--- config.mk ---
export PLATFORM = sky130hd
export DESIGN_NAME = sipo_deserializer_flat
export DESIGN_NICKNAME = d
export VERILOG_FILES = /design/src/rtl/sipo_if.sv /design/src/rtl/sipo_deserializer.sv /design/src/flat_wrapper.sv
export SDC_FILE = /design/constraint.sdc
export NUM_CORES = 1
export LEC_CHECK = 0
export CAP_MARGIN = 20
export CORE_MARGIN = 2
export CORE_UTILIZATION = 46
export CTS_BUF_LIST = sky130_fd_sc_hd__clkbuf_16
export DETAILED_ROUTE_END_ITERATION = 10
export GPL_TIMING_DRIVEN = 0
export PLACE_DENSITY = 0.75
export SLEW_MARGIN = 20
export SYNTH_ARGS = -nofsm -noshare
export SYNTH_HDL_FRONTEND = slang
export SYNTH_SLANG_ARGS = --single-unit
--- constraint.sdc ---
create_clock -name clk -period 1.78 [get_ports clk]
set_input_delay 0.356 -clock clk [delete_from_list [all_inputs] [get_ports clk]]
set_output_delay 0.356 -clock clk [all_outputs]
set_load 0.05 [all_outputs]
--- src/rtl/sipo_if.sv ---
// Word-side and bit-side signals of the serial-in parallel-out deserializer.
// The slave modport is the deserializer; the master modport is its environment.
interface sipo_if #(
   parameter int WIDTH = 8
);
   localparam int CW = $clog2(WIDTH);

   logic             serial_in;
   logic             serial_valid;
   logic             frame_start;
   logic [WIDTH-1:0] parallel_out;
   logic             out_valid;
   logic             out_ready;
   logic [CW-1:0]    bit_count;
   logic             overflow;
   logic             clear_overflow;

   modport slave (
      input  serial_in, serial_valid, frame_start, out_ready, clear_overflow,
      output parallel_out, out_valid, bit_count, overflow
   );

   modport master (
      output serial_in, serial_valid, frame_start, out_ready, clear_overflow,
      input  parallel_out, out_valid, bit_count, overflow
   );
endinterface

--- src/rtl/sipo_deserializer.sv ---
// Serial-to-parallel receiver with bit strobe, frame realignment, a one-word
// holding register on a valid/ready port, and a sticky overflow flag.
module sipo_deserializer #(
   parameter int WIDTH     = 8,
   parameter bit MSB_FIRST = 1'b1
) (
   input  logic   clk,
   input  logic   reset_n,
   sipo_if.slave  bus,
   output logic   hold_full_dbg
);
   localparam int CW = $clog2(WIDTH);

   // Handshake: a word transfers on every rising edge where out_valid && out_ready.
   // out_valid is a pure register output; out_ready only steers the next state.
   typedef enum logic {S_EMPTY, S_FULL} hold_state_t;

   hold_state_t      state, state_next;
   logic [WIDTH-1:0] sr, sr_next, base, shifted, word_q;
   logic [CW-1:0]    cnt, cnt_next;
   logic             accept, complete, load, set_ovf, ovf;

   // A realign starts the new word from an empty register.
   assign base     = bus.frame_start ? '0 : sr;
   assign shifted  = MSB_FIRST ? {base[WIDTH-2:0], bus.serial_in}
                               : {bus.serial_in, base[WIDTH-1:1]};
   assign accept   = bus.serial_valid && !bus.frame_start;
   assign complete = accept && (cnt == CW'(WIDTH - 1));

   always_comb begin
      sr_next  = sr;
      cnt_next = cnt;
      if (bus.frame_start) begin
         sr_next  = bus.serial_valid ? shifted : '0;
         cnt_next = bus.serial_valid ? CW'(1) : '0;
      end else if (bus.serial_valid) begin
         sr_next  = shifted;
         cnt_next = complete ? '0 : cnt + CW'(1);
      end
   end

   always_comb begin
      state_next = state;
      load       = 1'b0;
      set_ovf    = 1'b0;
      case (state)
         S_EMPTY: begin
            if (complete) begin
               load       = 1'b1;
               state_next = S_FULL;
            end
         end
         S_FULL: begin
            if (complete && bus.out_ready) begin
               load = 1'b1;
            end else if (complete) begin
               set_ovf = 1'b1;
            end else if (bus.out_ready) begin
               state_next = S_EMPTY;
            end
         end
         default: state_next = S_EMPTY;
      endcase
   end

   always_ff @(posedge clk) begin
      if (!reset_n) state <= S_EMPTY;
      else          state <= state_next;
   end

   always_ff @(posedge clk) begin
      if (!reset_n) begin
         sr     <= '0;
         cnt    <= '0;
         word_q <= '0;
         ovf    <= 1'b0;
      end else begin
         sr  <= sr_next;
         cnt <= cnt_next;
         if (load) word_q <= shifted;
         // A drop in the same cycle as a clear keeps the flag set.
         if (set_ovf)                 ovf <= 1'b1;
         else if (bus.clear_overflow) ovf <= 1'b0;
      end
   end

   assign bus.parallel_out = word_q;
   assign bus.out_valid    = (state == S_FULL);
   assign bus.bit_count    = cnt;
   assign bus.overflow     = ovf;
   assign hold_full_dbg    = (state == S_FULL);
endmodule

--- src/flat_wrapper.sv ---
// flat-port wrapper written by rule: the top's interface ports become plain ports
module sipo_deserializer_flat 
#(
   parameter int WIDTH     = 8,
   parameter bit MSB_FIRST = 1'b1
)
  (clk, reset_n, hold_full_dbg, bus_serial_in, bus_serial_valid, bus_frame_start, bus_out_ready, bus_clear_overflow, bus_parallel_out, bus_out_valid, bus_bit_count, bus_overflow);
  sipo_if #(.WIDTH(WIDTH)) bus_i ();
  input  logic clk;
  input  logic reset_n;
  output logic hold_full_dbg;
  input wire logic [$bits(bus_i.serial_in)-1:0] bus_serial_in;
  input wire logic [$bits(bus_i.serial_valid)-1:0] bus_serial_valid;
  input wire logic [$bits(bus_i.frame_start)-1:0] bus_frame_start;
  input wire logic [$bits(bus_i.out_ready)-1:0] bus_out_ready;
  input wire logic [$bits(bus_i.clear_overflow)-1:0] bus_clear_overflow;
  output wire logic [$bits(bus_i.parallel_out)-1:0] bus_parallel_out;
  output wire logic [$bits(bus_i.out_valid)-1:0] bus_out_valid;
  output wire logic [$bits(bus_i.bit_count)-1:0] bus_bit_count;
  output wire logic [$bits(bus_i.overflow)-1:0] bus_overflow;
  assign bus_i.serial_in = bus_serial_in;
  assign bus_i.serial_valid = bus_serial_valid;
  assign bus_i.frame_start = bus_frame_start;
  assign bus_i.out_ready = bus_out_ready;
  assign bus_i.clear_overflow = bus_clear_overflow;
  assign bus_parallel_out = bus_i.parallel_out;
  assign bus_out_valid = bus_i.out_valid;
  assign bus_bit_count = bus_i.bit_count;
  assign bus_overflow = bus_i.overflow;
  sipo_deserializer #(.WIDTH(WIDTH), .MSB_FIRST(MSB_FIRST)) u_core (.clk(clk), .reset_n(reset_n), .bus(bus_i), .hold_full_dbg(hold_full_dbg));
endmodule
==> summary.log <==
[outcome] outcome finished clean
[clock_network] clock tree from TritonCTS yes
[timing] transition time of the tightest slew-check pin 503 ps
[final_layout] area of the multi-input gates 398 um^2
[pwr] Max rail drop VDD 0.646 mV
[placed_design] setup slack after placement 139 ps
[synth] syn_area_per_cell 9.81 um^2
[final_layout] utilization after layout 67.4%
[floorplanning] # rows 15
[job] total of max-cap violations 0
[final_layout] count of antenna diodes in the layout 0
[final_layout] total of fill cells in the finished design 147
[worst_hold_path] cell depth of the worst min-delay path 2
[clock_network] Clk Latency, worst-skew pair 250 ps
[global_route] pin count of the biggest net entering global routing 12
[global_route] number of global-route vias before repair 573
[clock_network] CTS buffer count 3
[worst_setup_path] critical path buffer and inverter count 1
[drt] violation count after the first detailed-routing iteration 18
[timing] final hold violation count 0
[timing] setup repair after global routing missed its margin no
[synth] part of the Yosys area used for sequential elements 47.5%
[placed_design] routability cong. 0.747
[timing] setup total negative slack 0 ps
[global_route] number of antenna violations at the first check in global routing 0
[synth] library cell with the largest summed area after synthesis sky130_fd_sc_hd__dfxtp_1
[worst_setup_path] R2R depth 6
[timing] crit share post-route 97.6%
[floorplanning] vertical die dimension 46.8 um
[timing] worst clock skew on the final layout 1.19 ps
[timing] final hold slack 457 ps
[clock_network] master cell of the clock root buffer sky130_fd_sc_hd__clkbuf_16
[pwr] total power density per cell area 831 nW/um^2
[worst_setup_path] worst r2r src u_core.bus.bit_count[0]$_SDFFE_PN0P_
[worst_hold_path] Hold Crit Endpoint u_core.bus.parallel_out[7]$_SDFFE_PN0P_
[worst_setup_path] largest stage delay on the critical path 800 ps
[clock_network] hold buffer count at cts 0
[worst_setup_path] CP Launch Type flip-flop
[clock_network] buffer count from post-CTS setup fixing 0
[floorplanning] die span in x 46.8 um
[drt] 1st-pass router iterations 4
[synth] synthesized netlist net count 95
[synth] total of warnings raised by yosys 0
[floorplanning] total I/O pin count 21
[drt] per-cell routed wire length 10.8 um
[clock_network] deepest clock path buffer count 2
[final_layout] commonest cells after routing, fill and taps aside sky130_fd_sc_hd__dfxtp_1, sky130_fd_sc_hd__mux2i_1, sky130_fd_sc_hd__clkdlybuf4s50_1
[clock_network] number of levels the H-tree was split into 1
[worst_setup_path] Setup Crit Path Kind reg2out
[synth] flip-flop and latch count after synthesis 20
[clock_network] number of clock sinks seen by CTS 20
[worst_hold_path] origin of the worst min-delay path u_core.bus.parallel_out[7]$_SDFFE_PN0P_
[drt] total vias in the final route 649
[worst_setup_path] crit-path max FO 2
[placed_design] port bufs 20
[worst_setup_path] destination of the worst register-to-register timing path u_core.bus.parallel_out[1]$_SDFFE_PN0P_
[final_layout] proportion of layout cells with a drive suffix above 1 6.36%
[timing] fmax 576 MHz
[synth] number of distinct library cell variants in the gate-level netlist after synthesis 19
[synth] netlist area before placement 843 um^2
[global_route] first-pass GRT wire length 2390 um
[worst_setup_path] crit path capture type primary output
[worst_setup_path] CP required 1420 ps
[floorplanning] total core area 1730 um^2
[synth] cell count after synthesis 86
[timing] final slew viol count 0
[final_layout] most common library cell in the layout ignoring fill and taps sky130_fd_sc_hd__dfxtp_1
[placed_design] total half-perimeter wirelength after legalization and detailed placement 1080 um
[floorplanning] initial cell density of the core 48.8%
[final_layout] Area Overhead vs Synth 38.0%
[synth] post-synth top area share 47.5%
[timing] remaining max-slew budget at the tightest pin 66.4%
[timing] setup violators final 0
[worst_setup_path] CP delay by family, top buffers and inverters
[global_route] GRT Overall Usage 15.5%
[floorplanning] die area 2190 um^2
[clock_network] clock transition at the registers of the reported paths 50 ps
[worst_hold_path] Worst Hold Class reg2reg
[global_route] total gr overflow 0
[final_layout] sequential cell area 400 um^2
[pwr] leakage component of the power 0.517 nW
[worst_setup_path] Crit-path slowest cell sky130_fd_sc_hd__clkdlybuf4s50_1
[pwr] total power draw 0.967 mW
[drt] number of antenna-violating nets in the routed design 0
[drt] Avg Vias per Cell 4.81
[final_layout] Final Net Count 120
[drt] post-route DRC violation count 0
[timing] post-layout worst setup margin 43.2 ps
[worst_setup_path] WP data arrival 1380 ps
[drt] wirelength, routed 1460 um
[synth] biggest area contributors in the synthesized netlist sky130_fd_sc_hd__dfxtp_1, sky130_fd_sc_hd__mux2i_1, sky130_fd_sc_hd__nand3b_1, sky130_fd_sc_hd__nand2_1, sky130_fd_sc_hd__nor2_1
[worst_setup_path] crit-path cells clkdlybuf4s50_1
[timing] post-route minimum period 1740 ps
[worst_setup_path] R2R setup slack 350 ps
==> sequential cells by signal, indices dropped and copies added (netlist names) <==
name / cells
u_core.sr: 7
u_core.bus.parallel_out: 8
u_core.bus.bit_count: 3
u_core.bus.overflow: 1
u_core.bus.out_valid: 1
==> Yosys cell counts (all sizes together) <==
| master | count |
|---|---|
| a21boi | 2 |
| a21oi | 2 |
| and2 | 1 |
| buf | 3 |
| clkbuf | 4 |
| dfxtp | 20 |
| ha | 2 |
| inv | 1 |
| mux2i | 15 |
| nand2 | 10 |
| nand2b | 3 |
| nand3b | 9 |
| nor2 | 9 |
| nor2b | 2 |
| nor3b | 1 |
| o21ai | 1 |
| o22ai | 1 |
==> layout make-up <==
cell class	instances	share of cell area [%]
inverter	1	0.323
sequential	20	34.4
buffer	7	3.55
clock buffer	3	6.45
clock inverter	1	0.323
multi-input combinational	58	34.2
timing repair buffer	20	18.1
tap	25	2.69
==> how the worst max path moves through the flow <==
| stage | from | end | slack, ps | cells after the start |
|---|---|---|---|---|
| floorplan | u_core.bus.bit_count[0]$_SDFFE_PN0P_ | u_core.bus.parallel_out[1]$_SDFFE_PN0P_ | 110 | 6 |
| global placement | bus_serial_valid | u_core.bus.parallel_out[3]$_SDFFE_PN0P_ | 160 | 5 |
| detailed placement | bus_serial_valid | u_core.bus.parallel_out[1]$_SDFFE_PN0P_ | 140 | 5 |
| CTS | u_core.bus.bit_count[2]$_SDFFE_PN0P_ | bus_bit_count[2] | 10 | 1 |
| global route | u_core.bus.parallel_out[1]$_SDFFE_PN0P_ | bus_parallel_out[1] | 2 | 1 |
| finish | u_core.bus.parallel_out[1]$_SDFFE_PN0P_ | bus_parallel_out[1] | 40 | 1 |
==> cell families after synthesis <==
logic type                 after synthesis  share of synthesized area (%)
muxes                                   15                           17.8
DFF                                     20                           47.5
AOI/OAI and AO/OA                        6                           4.30
and+or+nand+nor                         35                           22.1
adders and majority gates                2                           2.97
buffers and inverters                    8                           5.34
==> timing repair <==
| action | 4_1_cts | 5_1_grt |
|---|---|---|
| cloned | 0 | 0 |
| setup endpoints to repair | 2 | 5 |
| gates resized for setup | 2 | 5 |
==> stage by stage <==
step,instance area [um^2],std cells
2_1_floorplan,843,86
3_3_place_gp,1070,131
3_5_place_dp,1070,131
4_1_cts,1150,135
5_1_grt,1160,135
6_report,1160,135
==> worst reg2reg max path, cell delays in order (launching register included) <==
cell and delay [ps]:
sky130_fd_sc_hd__dfxtp_1 370, sky130_fd_sc_hd__ha_1 160, sky130_fd_sc_hd__ha_1 190, sky130_fd_sc_hd__nand3b_1 140, sky130_fd_sc_hd__nor2b_2 140, sky130_fd_sc_hd__buf_6 160
sky130_fd_sc_hd__mux2i_1 200
==> power breakdown <==
part | switching (mW) | internal [mW]
Clock | 0.152 | 0.299
Sequential | 0.00301 | 0.452
Combinational | 0.0324 | 0.0295
==> layer usage <==
| layer | global-route usage [%] | up-vias | wire length [um] |
|---|---|---|---|
| met5 | 0 | - | 0 |
| met4 | 6.67 | 0 | 10 |
| met3 | 3.85 | 2 | 94 |
| met2 | 23.8 | 17 | 708 |
| met1 | 20.7 | 293 | 644 |
| li1 | - | 337 | - |
No activity file was read; power rests on OpenSTA's default activity.
